**config.mk**
```make
export PLATFORM = sky130hd
export DESIGN_NAME = amba_apb_master_flat
export DESIGN_NICKNAME = d
export VERILOG_FILES = /design/src/rtl/amba_apb_master_pkg.sv /design/src/rtl/amba_apb_master_if.sv /design/src/rtl/apb_wait_counter.sv /design/src/rtl/amba_apb_master.sv /design/src/flat_wrapper.sv
export SDC_FILE = /design/constraint.sdc
export NUM_CORES = 1
export LEC_CHECK = 0
export ABC_AREA = 1
export BUFFER_PORTS_ARGS = -buffer_cell sky130_fd_sc_hd__buf_4
export CAP_MARGIN = 20
export CORE_ASPECT_RATIO = 1.25
export CORE_MARGIN = 3
export CORE_UTILIZATION = 25
export CTS_CLUSTER_SIZE = 12
export DETAILED_ROUTE_END_ITERATION = 7
export SYNTH_ARGS = -nofsm -noshare
export SYNTH_HDL_FRONTEND = slang
export SYNTH_SLANG_ARGS = --single-unit
```
**constraint.sdc**
```tcl
create_clock -name clk -period 3.15 [get_ports clk]
set_input_delay 0.4725 -clock clk [delete_from_list [all_inputs] [get_ports clk]]
set_output_delay 0.4725 -clock clk [all_outputs]
set_load 0.01 [all_outputs]
```
**src/rtl/amba_apb_master_pkg.sv**
```systemverilog
// Shared types and constants for the APB initiator that produces the core's ambain byte.
package amba_apb_master_pkg;

  localparam int APB_ADDR_W  = 6;
  localparam int APB_DATA_W  = 8;
  localparam int APB_TIMEOUT = 15;

  typedef enum logic [1:0] {
    IDLE   = 2'd0,
    SETUP  = 2'd1,
    ACCESS = 2'd2
  } apb_state_e;

endpackage

```
**src/rtl/amba_apb_master_if.sv**
```systemverilog
// Core-side request/response and APB bus signals of the initiator, bundled with
// a master view (the initiator) and a slave view (core controller plus peripheral).
interface amba_apb_master_if
  import amba_apb_master_pkg::*;
#(
  parameter int ADDR_W = APB_ADDR_W,
  parameter int DATA_W = APB_DATA_W
) ();

  logic              req_valid;
  logic              req_ready;
  logic              req_write;
  logic [ADDR_W-1:0] req_addr;
  logic [DATA_W-1:0] req_wdata;
  logic [DATA_W-1:0] ambain;
  logic              rsp_valid;
  logic              rsp_err;

  logic [ADDR_W-1:0] paddr;
  logic              psel;
  logic              penable;
  logic              pwrite;
  logic [DATA_W-1:0] pwdata;
  logic [DATA_W-1:0] prdata;
  logic              pready;
  logic              pslverr;

  modport master (
    input  req_valid, req_write, req_addr, req_wdata, prdata, pready, pslverr,
    output req_ready, ambain, rsp_valid, rsp_err,
           paddr, psel, penable, pwrite, pwdata
  );

  modport slave (
    output req_valid, req_write, req_addr, req_wdata, prdata, pready, pslverr,
    input  req_ready, ambain, rsp_valid, rsp_err,
           paddr, psel, penable, pwrite, pwdata
  );

endinterface

```
**src/rtl/apb_wait_counter.sv**
```systemverilog
// ACCESS-phase wait-state counter; limit_o flags the wait cycle that reaches LIMIT.
// Only built when APB_TIMEOUT_EN is defined.
`ifdef APB_TIMEOUT_EN
module apb_wait_counter #(
  parameter int LIMIT = 15
) (
  input  logic clk,
  input  logic rst,
  input  logic clr_i,
  input  logic inc_i,
  output logic limit_o
);

  localparam int CNT_W = $clog2(LIMIT + 1);

  logic [CNT_W-1:0] cnt_q;

  assign limit_o = inc_i && (cnt_q == CNT_W'(LIMIT - 1));

  always_ff @(posedge clk or posedge rst) begin
    if (rst) begin
      cnt_q <= '0;
    end else if (clr_i) begin
      cnt_q <= '0;
    end else if (inc_i && !limit_o) begin
      cnt_q <= cnt_q + CNT_W'(1);
    end
  end

endmodule
`endif

```
**src/rtl/amba_apb_master.sv**
```systemverilog
// APB initiator: 8-bit read/write transfers for the core, last good read held on ambain.
// Define APB_TIMEOUT_EN to abort ACCESS after TIMEOUT wait cycles with an error response.
module amba_apb_master
  import amba_apb_master_pkg::*;
#(
  parameter int ADDR_W  = APB_ADDR_W,
  parameter int DATA_W  = APB_DATA_W
`ifdef APB_TIMEOUT_EN
  ,
  parameter int TIMEOUT = APB_TIMEOUT
`endif
) (
  input logic                clk,
  input logic                rst,
  amba_apb_master_if.master  bus
);

  apb_state_e        state_q;
  logic [ADDR_W-1:0] paddr_q;
  logic [DATA_W-1:0] pwdata_q;
  logic [DATA_W-1:0] ambain_q;
  logic              pwrite_q;
  logic              psel_q;
  logic              penable_q;
  logic              req_ready_q;
  logic              rsp_valid_q;
  logic              rsp_err_q;
  logic              wait_limit;

`ifdef APB_TIMEOUT_EN
  apb_wait_counter #(.LIMIT(TIMEOUT)) u_wait_cnt (
    .clk     (clk),
    .rst     (rst),
    .clr_i   (state_q == SETUP),
    .inc_i   ((state_q == ACCESS) && !bus.pready),
    .limit_o (wait_limit)
  );
`else
  assign wait_limit = 1'b0;
`endif

  always_ff @(posedge clk or posedge rst) begin
    if (rst) begin
      state_q     <= IDLE;
      paddr_q     <= '0;
      pwdata_q    <= '0;
      ambain_q    <= '0;
      pwrite_q    <= 1'b0;
      psel_q      <= 1'b0;
      penable_q   <= 1'b0;
      req_ready_q <= 1'b1;
      rsp_valid_q <= 1'b0;
      rsp_err_q   <= 1'b0;
    end else begin
      rsp_valid_q <= 1'b0;
      rsp_err_q   <= 1'b0;
      unique case (state_q)
        IDLE: begin
          if (bus.req_valid && req_ready_q) begin
            paddr_q     <= bus.req_addr;
            pwrite_q    <= bus.req_write;
            pwdata_q    <= bus.req_wdata;
            psel_q      <= 1'b1;
            req_ready_q <= 1'b0;
            state_q     <= SETUP;
          end
        end
        SETUP: begin
          penable_q <= 1'b1;
          state_q   <= ACCESS;
        end
        ACCESS: begin
          // pready has priority over a timeout landing in the same cycle
          if (bus.pready) begin
            if (!pwrite_q && !bus.pslverr) begin
              ambain_q <= bus.prdata;
            end
            rsp_valid_q <= 1'b1;
            rsp_err_q   <= bus.pslverr;
            psel_q      <= 1'b0;
            penable_q   <= 1'b0;
            req_ready_q <= 1'b1;
            state_q     <= IDLE;
          end else if (wait_limit) begin
            rsp_valid_q <= 1'b1;
            rsp_err_q   <= 1'b1;
            psel_q      <= 1'b0;
            penable_q   <= 1'b0;
            req_ready_q <= 1'b1;
            state_q     <= IDLE;
          end
        end
        default: begin
          psel_q      <= 1'b0;
          penable_q   <= 1'b0;
          req_ready_q <= 1'b1;
          state_q     <= IDLE;
        end
      endcase
    end
  end

  assign bus.req_ready = req_ready_q;
  assign bus.ambain    = ambain_q;
  assign bus.rsp_valid = rsp_valid_q;
  assign bus.rsp_err   = rsp_err_q;
  assign bus.paddr     = paddr_q;
  assign bus.psel      = psel_q;
  assign bus.penable   = penable_q;
  assign bus.pwrite    = pwrite_q;
  assign bus.pwdata    = pwdata_q;

endmodule

```
**src/flat_wrapper.sv**
```systemverilog
// flat-port wrapper written by rule: the top's interface ports become plain ports
module amba_apb_master_flat import amba_apb_master_pkg::*;
#(
  parameter int ADDR_W  = APB_ADDR_W,
  parameter int DATA_W  = APB_DATA_W

)
  (clk, rst, bus_req_valid, bus_req_write, bus_req_addr, bus_req_wdata, bus_prdata, bus_pready, bus_pslverr, bus_req_ready, bus_ambain, bus_rsp_valid, bus_rsp_err, bus_paddr, bus_psel, bus_penable, bus_pwrite, bus_pwdata);
  amba_apb_master_if #(.ADDR_W(ADDR_W), .DATA_W(DATA_W)) bus_i ();
  input logic clk;
  input logic rst;
  input wire logic [$bits(bus_i.req_valid)-1:0] bus_req_valid;
  input wire logic [$bits(bus_i.req_write)-1:0] bus_req_write;
  input wire logic [$bits(bus_i.req_addr)-1:0] bus_req_addr;
  input wire logic [$bits(bus_i.req_wdata)-1:0] bus_req_wdata;
  input wire logic [$bits(bus_i.prdata)-1:0] bus_prdata;
  input wire logic [$bits(bus_i.pready)-1:0] bus_pready;
  input wire logic [$bits(bus_i.pslverr)-1:0] bus_pslverr;
  output wire logic [$bits(bus_i.req_ready)-1:0] bus_req_ready;
  output wire logic [$bits(bus_i.ambain)-1:0] bus_ambain;
  output wire logic [$bits(bus_i.rsp_valid)-1:0] bus_rsp_valid;
  output wire logic [$bits(bus_i.rsp_err)-1:0] bus_rsp_err;
  output wire logic [$bits(bus_i.paddr)-1:0] bus_paddr;
  output wire logic [$bits(bus_i.psel)-1:0] bus_psel;
  output wire logic [$bits(bus_i.penable)-1:0] bus_penable;
  output wire logic [$bits(bus_i.pwrite)-1:0] bus_pwrite;
  output wire logic [$bits(bus_i.pwdata)-1:0] bus_pwdata;
  assign bus_i.req_valid = bus_req_valid;
  assign bus_i.req_write = bus_req_write;
  assign bus_i.req_addr = bus_req_addr;
  assign bus_i.req_wdata = bus_req_wdata;
  assign bus_i.prdata = bus_prdata;
  assign bus_i.pready = bus_pready;
  assign bus_i.pslverr = bus_pslverr;
  assign bus_req_ready = bus_i.req_ready;
  assign bus_ambain = bus_i.ambain;
  assign bus_rsp_valid = bus_i.rsp_valid;
  assign bus_rsp_err = bus_i.rsp_err;
  assign bus_paddr = bus_i.paddr;
  assign bus_psel = bus_i.psel;
  assign bus_penable = bus_i.penable;
  assign bus_pwrite = bus_i.pwrite;
  assign bus_pwdata = bus_i.pwdata;
  amba_apb_master #(.ADDR_W(ADDR_W), .DATA_W(DATA_W)) u_core (.clk(clk), .rst(rst), .bus(bus_i));
endmodule
```
==> results of run 1 <==
==> sequential cells by signal, indices dropped and copies added, names as in the netlist <==
register              flops
u_core.bus.ambain         8
u_core.bus.paddr          6
u_core.bus.penable        1
u_core.bus.psel           1
u_core.bus.pwdata         8
u_core.bus.pwrite         1
u_core.bus.req_ready      1
u_core.bus.rsp_err        1
u_core.bus.rsp_valid      1
u_core.state_q            2
==> routing by layer <==
metal / part of all wire [%] / vias to the layer above / global-route usage (%) / routed length [µm]
met2: 48 / 38 / 17.31 / 1306
met4: 1.8 / 0 / 4.260 / 48
met5: 0 / - / 0 / 0
met1: 42 / 454 / 11.91 / 1134
met3: 8.5 / 5 / 4.601 / 232
li1: - / 509 / - / -
==> cell type report <==
| class | instances | area share [%] |
|---|---|---|
| sequential | 30 | 43.46 |
| timing repair buffer | 56 | 24.29 |
| multi-input combinational | 90 | 22.20 |
| clock buffer | 8 | 4.628 |
| tap | 58 | 4.194 |
| inverter | 5 | 1.229 |
==> kinds of logic (layout without fill, tap and decap cells) <==
group,Yosys count,in the layout,share of synthesized area [%]
AND/OR/NAND/NOR,90,90,32.73
buffers and inverters,7,69,3.198
flip-flops,30,30,64.07
==> layout by cell type (no fill, tap or decap) <==
cell type / instances
nand2_1: 74
buf_4: 56
inv_4: 1
nand3_1: 10
nor2_2: 2
inv_1: 4
nor2_1: 1
nand2_4: 1
clkbuf_1: 3
nor2_4: 1
dfstp_2: 1
nand3_4: 1
dfrtp_1: 29
clkbuf_8: 5
==> worst paths after layout <==
| check | start | depth (start not counted) | slack [ns] | to |
|---|---|---|---|---|
| worst max-delay path | u_core.bus.req_ready | 1 | 1.71 | bus_req_ready |
| worst min-delay path | rst | 2 | 0.37 | u_core.bus.paddr[3] |
| worst max register to register | u_core.state_q[1] | 5 | 1.92 | u_core.bus.paddr[4] |
| worst min register to register | u_core.bus.ambain[7] | 2 | 0.47 | u_core.bus.ambain[7] |
| max in group asynchronous | rst | 3 | 2.05 | u_core.bus.req_ready |
| min in group clk | bus_req_wdata[6] | 3 | 0.39 | u_core.bus.pwdata[6] |
==> power by group through the flow <==
stage / clock, mW / sequential (mW) / combinational, mW
after floorplan: 0 / 0.745 / 0.244
after global placement: 0 / 0.678 / 0.648
after detailed placement: 0 / 0.674 / 0.659
after CTS: 0.296 / 0.674 / 0.659
after global routing: 0.317 / 0.696 / 0.719
final: 0.283 / 0.673 / 0.641
==> metrics by stage <==
stage	total power, mW	cell area (µm²)	std cells
after floorplan	0.9894	1174	127
after global placement	1.326	1650	239
after detailed placement	1.332	1650	239
after CTS	1.629	1730	247
after global routing	1.732	1730	247
final	1.597	1730	247
==> impl_metrics.py, run 1 <==
metrics = {
    "logic_synthesis": {
        "synth_top_cells_by_count": "nand2_1, dfrtp_1, nand3_1, inv_1, nor2_2",
        "ys_top_cells_by_area": "dfrtp_1, nand2_1, nand3_1",
        "synthCells": 127,
        "ys_warn_count": 0,
        "synth_nets": 155,
        "ys.flop_type": "dfrtp_1",
        "ys_types": 13,
        "avgSynthCellArea_um2": 9.241,
        "synth-seq-cells": 30,
        "synth_top_area_share_pct": 61.83,
        "yosysMostFrequentCell": "nand2_1",
        "synth.cell_area_um2": 1174,
        "synth.largest_area_cell": "dfrtp_1",
        "synthArstFlopShare_pct": 100.0,
        "synth-seq-area-share_pct": 64.07,
        "synth_edf_count": 0,
    },
    "clocking": {
        "clk_path_buf_depth": 2,
        "cts.repair.resized": 0,
        "cts_sinks": 30,
        "ctsHoldBuffers": 0,
        "post_cts_buffers": 0,
        "clock-root-buffer": "clkbuf_8",
        "cts-buffers-inserted": 5,
        "cts_tree": "built",
        "clk_latency_ns": 0.27,
        "clkTransAtPathRegs_ns": 0.06,
        "htree_levels": 2,
    },
    "grt": {
        "grt_pass1_wl_mm": 4.284,
        "grt_pass1_vias": 945,
        "grt_usage_pct": 10.54,
        "antenna_found_initial": 0,
        "grt_max_degree": 22,
        "grt_overflow": 0,
    },
    "routing": {
        "vias": 1006,
        "final_antenna_net_count": 0,
        "wirelength_mm": 2.722,
        "first_pass_iters": 4,
        "wl_per_cell_um": 11.02,
        "viasPerCell": 4.073,
        "dr.first_iter.drc_count": 30,
        "drcViolationCount": 0,
    },
    "critical_path": {
        "critPathTopFamily": "flip-flops",
        "slowest_stage": "dfstp_2",
        "worstPathCellList": "buf_4",
        "cp_data_required_time_ns": 2.68,
        "cp_max_fo": 4,
        "setup.worst_path.class": "flop to output pin",
        "end_kind": "output pin",
        "start_kind": "flop",
        "arrival_ns": 0.97,
        "worst-path-buf-inv": 1,
        "critical-path-max-stage-delay_ns": 0.57,
    },
    "die": {
        "dieArea_um2": 5558,
        "io_pins": 56,
        "core_um2": 4459,
        "die_w_um": 67.28,
        "rows": 27,
        "initial_core_util_pct": 26.32,
        "die_y_um": 82.61,
    },
    "place": {
        "place_ws_ns": 1.700,
        "dp_hpwl_mm": 1.982,
        "place.gp.congestion": 0.6594,
        "portBuffers": 55,
    },
    "sta": {
        "holdWs_ns": 0.3699,
        "post-route-period-util_pct": 45.82,
        "grt_setup_unrepaired": "no",
        "worstMarginPinSlew_ns": 0.8376,
        "fin_crit_ns": 1.443,
        "slew_headroom_pct": 44.10,
        "hold_viol": 0,
        "worst_clock_skew_ns": 0.005541,
        "tns_ns": 0,
        "drv_slew": 0,
        "max_clock_freq_mhz": 692.8,
        "setup_violations": 0,
        "finalWorstSetupSlack_ns": 1.707,
    },
    "layout": {
        "num-nets-final": 216,
        "diodes": 0,
        "fill_cells": 493,
        "area_growth_pct": 47.44,
        "layout.area.seq_um2": 752.0,
        "final_layout_size_suffix_gt1_share_pct": 35.98,
        "multi_input_area_um2": 384.1,
        "fin_util_pct": 38.80,
    },
    "flow_run": {
        "maxCapViolCount": 0,
    },
    "power_and_ir_drop": {
        "power_frac_seq_pct": 42.2,
        "p_sw_share_pct": 35.25,
        "p_switching_uw": 562.8,
        "p_per_area_nw_per_um2": 922.7,
        "power.leakage_nw": 0.9724,
        "p_comb_share_pct": 40.1,
        "ir_drop_v": 0.0003671,
        "p_int_mw": 1.034,
        "clkPwrFrac_pct": 17.7,
    },
    "run_status": {
        "status": "finished clean",
    },
    "worst_hold_path": {
        "min_path_type": "input port to asynchronous set/reset pin",
    },
}
(Power assumes the default switching activity.)
==> inputs of run 2 (changes only) <==
--- a/config.mk
+++ b/config.mk
@@ -5,7 +5,7 @@
 export SDC_FILE = /design/constraint.sdc
 export NUM_CORES = 1
 export LEC_CHECK = 0
-export ABC_AREA = 1
+export ABC_AREA = 0
 export BUFFER_PORTS_ARGS = -buffer_cell sky130_fd_sc_hd__buf_4
 export CAP_MARGIN = 20
 export CORE_ASPECT_RATIO = 1.25
==> constraint.sdc (replaced) <==
create_clock -name clk -period 1.3 [get_ports clk]
set_input_delay 0.195 -clock clk [delete_from_list [all_inputs] [get_ports clk]]
set_output_delay 0.195 -clock clk [all_outputs]
set_load 0.01 [all_outputs]
==> run 2 against run 1 <==
Net effect: the flow now finishes with violations (negative setup slack); synthesized cell count shrank 42%; largest cell class unchanged; clock skew up 0.00062 ns; worst setup slack worse by 1.8 ns; sequential share of layout area decreased by 2.8 points; register-to-register slack got worse by 2.1 ns.
==> impl_metrics.py, run 2 <==
metrics = {
    "logic_synthesis": {
        "synth_top_cells_by_count": "dfrtp_1, mux2_2, mux2_4, inv_1",
        "synth_mux_area_share_pct": 24.39,
        "synth_top_family_by_area": "multiplexers",
        "synth_edf_count": 0,
        "synth_fa_ha_area_share_pct": 0,
        "synth_top_area_share_pct": 61.25,
        "ys_types": 20,
        "ys_top_cells_by_area": "dfrtp_1, mux2_2, mux2_4",
        "synthCells": 74,
        "synth_xor_area_share_pct": 0,
        "avgSynthCellArea_um2": 16.01,
        "synthArstFlopShare_pct": 100.0,
        "synth-seq-cells": 30,
        "synth-compound-area-share_pct": 4.541,
        "synth-seq-area-share_pct": 63.46,
        "synth.largest_area_cell": "dfrtp_1",
        "synth_nets": 102,
        "ys.flop_type": "dfrtp_1",
        "synth.cell_area_um2": 1185,
        "ys_warn_count": 0,
        "yosysMostFrequentCell": "dfrtp_1",
        "synth-simple-area-share_pct": 3.907,
    },
    "critical_path": {
        "cp_max_fo": 8,
        "start_kind": "flop",
        "setup.worst_path.class": "flop to flop",
        "end_kind": "flop",
        "cp_data_required_time_ns": 1.46,
        "arrival_ns": 1.59,
    },
    "die": {
        "die_y_um": 82.97,
        "core_um2": 4493,
        "initial_core_util_pct": 26.37,
        "die_w_um": 67.58,
        "dieArea_um2": 5607,
        "io_pins": 56,
        "rows": 27,
    },
    "clocking": {
        "clk_latency_ns": 0.28,
        "cts_tree": "built",
        "clk_path_buf_depth": 2,
        "clock-root-buffer": "clkbuf_8",
        "cts-buffers-inserted": 5,
        "htree_levels": 2,
        "clkTransAtPathRegs_ns": 0.06,
        "cts_sinks": 30,
    },
    "sta": {
        "finalWorstSetupSlack_ns": -0.1303,
        "worst_clock_skew_ns": 0.006166,
        "fin_crit_ns": 1.430,
        "hold_viol": 0,
        "holdWs_ns": 0.001278,
        "slew_headroom_pct": 74.60,
        "grt_setup_unrepaired": "yes",
        "setup_violations": 23,
        "worstMarginPinSlew_ns": 0.3811,
        "post-route-period-util_pct": 110.0,
        "drv_slew": 0,
        "max_clock_freq_mhz": 699.1,
    },
    "place": {
        "portBuffers": 55,
        "place.gp.congestion": 0.6343,
        "dp_hpwl_mm": 1.963,
    },
    "power_and_ir_drop": {
        "ir_drop_v": 0.0006002,
        "p_per_area_nw_per_um2": 1235,
        "power_mw": 2.285,
        "power.leakage_nw": 0.9830,
    },
    "grt": {
        "grt_overflow": 0,
        "grt_max_degree": 31,
        "antenna_found_initial": 0,
        "grt_pass1_vias": 896,
        "grt_usage_pct": 10.10,
        "grt_pass1_wl_mm": 4.278,
    },
    "routing": {
        "dr.first_iter.drc_count": 34,
        "first_pass_iters": 3,
        "wirelength_mm": 2.666,
        "viasPerCell": 4.201,
        "vias": 836,
        "wl_per_cell_um": 13.40,
        "final_antenna_net_count": 0,
        "drcViolationCount": 0,
    },
    "layout": {
        "num-nets-final": 169,
        "layout.area.seq_um2": 752.0,
        "diodes": 0,
        "fill_cells": 422,
        "layout_common_cells": "buf_4, dfrtp_1, mux2_4, clkbuf_8, inv_1",
        "fin_util_pct": 41.19,
        "area_growth_pct": 56.18,
        "layout_commonest_cell": "buf_4",
        "final_layout_size_suffix_gt1_share_pct": 68.79,
        "multi_input_area_um2": 445.4,
    },
    "run_status": {
        "violations": "negative setup slack",
        "status": "finished, violations left",
    },
    "worst_hold_path": {
        "min_path_type": "input port to asynchronous set/reset pin",
    },
    "flow_run": {
        "maxCapViolCount": 0,
    },
}
run 2: worst max-delay path, cell delays in order, from the launching register on:
cell and delay (ns):
dfrtp_1 0.37, or4_4 0.62, mux2_4 0.33
run 2: logic make-up (layout without fill, tap and decap cells):
| kind of cell | after synthesis | in the layout |
|---|---|---|
| muxes | 23 | 23 |
| buffers and inverters | 7 | 74 |
| AOI/OAI and AO/OA | 7 | 7 |
| DFF | 30 | 30 |
| and+or+nand+nor | 7 | 7 |
run 2: where the power goes:
group / leakage, nW / switching [mW] / internal [mW] / total [mW]
sequential: 0.396 / 0.0669 / 1.05 / 1.11
combinational: 0.549 / 0.163 / 0.329 / 0.492
clock: 0.0383 / 0.311 / 0.367 / 0.679
run 2: what timing repair did:
| item | 4_1_cts | 5_1_grt |
|---|---|---|
| gates resized for setup | 4 | 0 |
| endpoints found under the hold margin | 0 | 0 |
| setup endpoints to repair | 23 | 23 |
| hold buffers | 0 | 0 |
| setup buffers | 0 | 2 |
run 2: routing by layer:
layer / track usage [%] / vias to the layer above / wire [µm]
li1: - / 390 / -
met1: 11.74 / 388 / 1087
met2: 15.85 / 51 / 1200
met3: 4.601 / 7 / 316
met4: 3.875 / 0 / 60
met5: 0 / - / 0
run 2: final timing paths:
| kind | startpoint | end | slack [ns] | cells after the start |
|---|---|---|---|---|
| worst max-delay path | u_core.bus.pwrite | u_core.bus.ambain[0] | -0.13 | 2 |
| worst min-delay path | rst | u_core.bus.pwdata[3] | 0.001 | 3 |
| max in group asynchronous | rst | u_core.bus.req_ready | 0.98 | 3 |
| worst min register to register | u_core.bus.penable | u_core.bus.penable | 0.50 | 1 |
| worst max register to register | u_core.bus.pwrite | u_core.bus.ambain[0] | -0.13 | 2 |
| min in group clk | bus_req_wdata[0] | u_core.bus.pwdata[0] | 0.15 | 2 |
run 2: metrics by stage:
step | setup WS, ns | std cells | setup TNS (ns) | area [µm²]
floorplan | -0.2174 | 74 | -3.757 | 1246
global placement | -0.1153 | 190 | -2.066 | 1744
detailed placement | -0.1307 | 190 | -2.296 | 1744
CTS | -0.1395 | 197 | -2.369 | 1836
global route | -0.1800 | 199 | -3.044 | 1851
finish | -0.1303 | 199 | -2.171 | 1851
run 2: final cells by class:
cell class / instances / area share, %
sequential: 30 / 40.64
timing repair buffer: 64 / 26.64
multi-input combinational: 37 / 24.07
clock buffer: 7 / 4.124
tap: 58 / 3.922
inverter: 3 / 0.6085
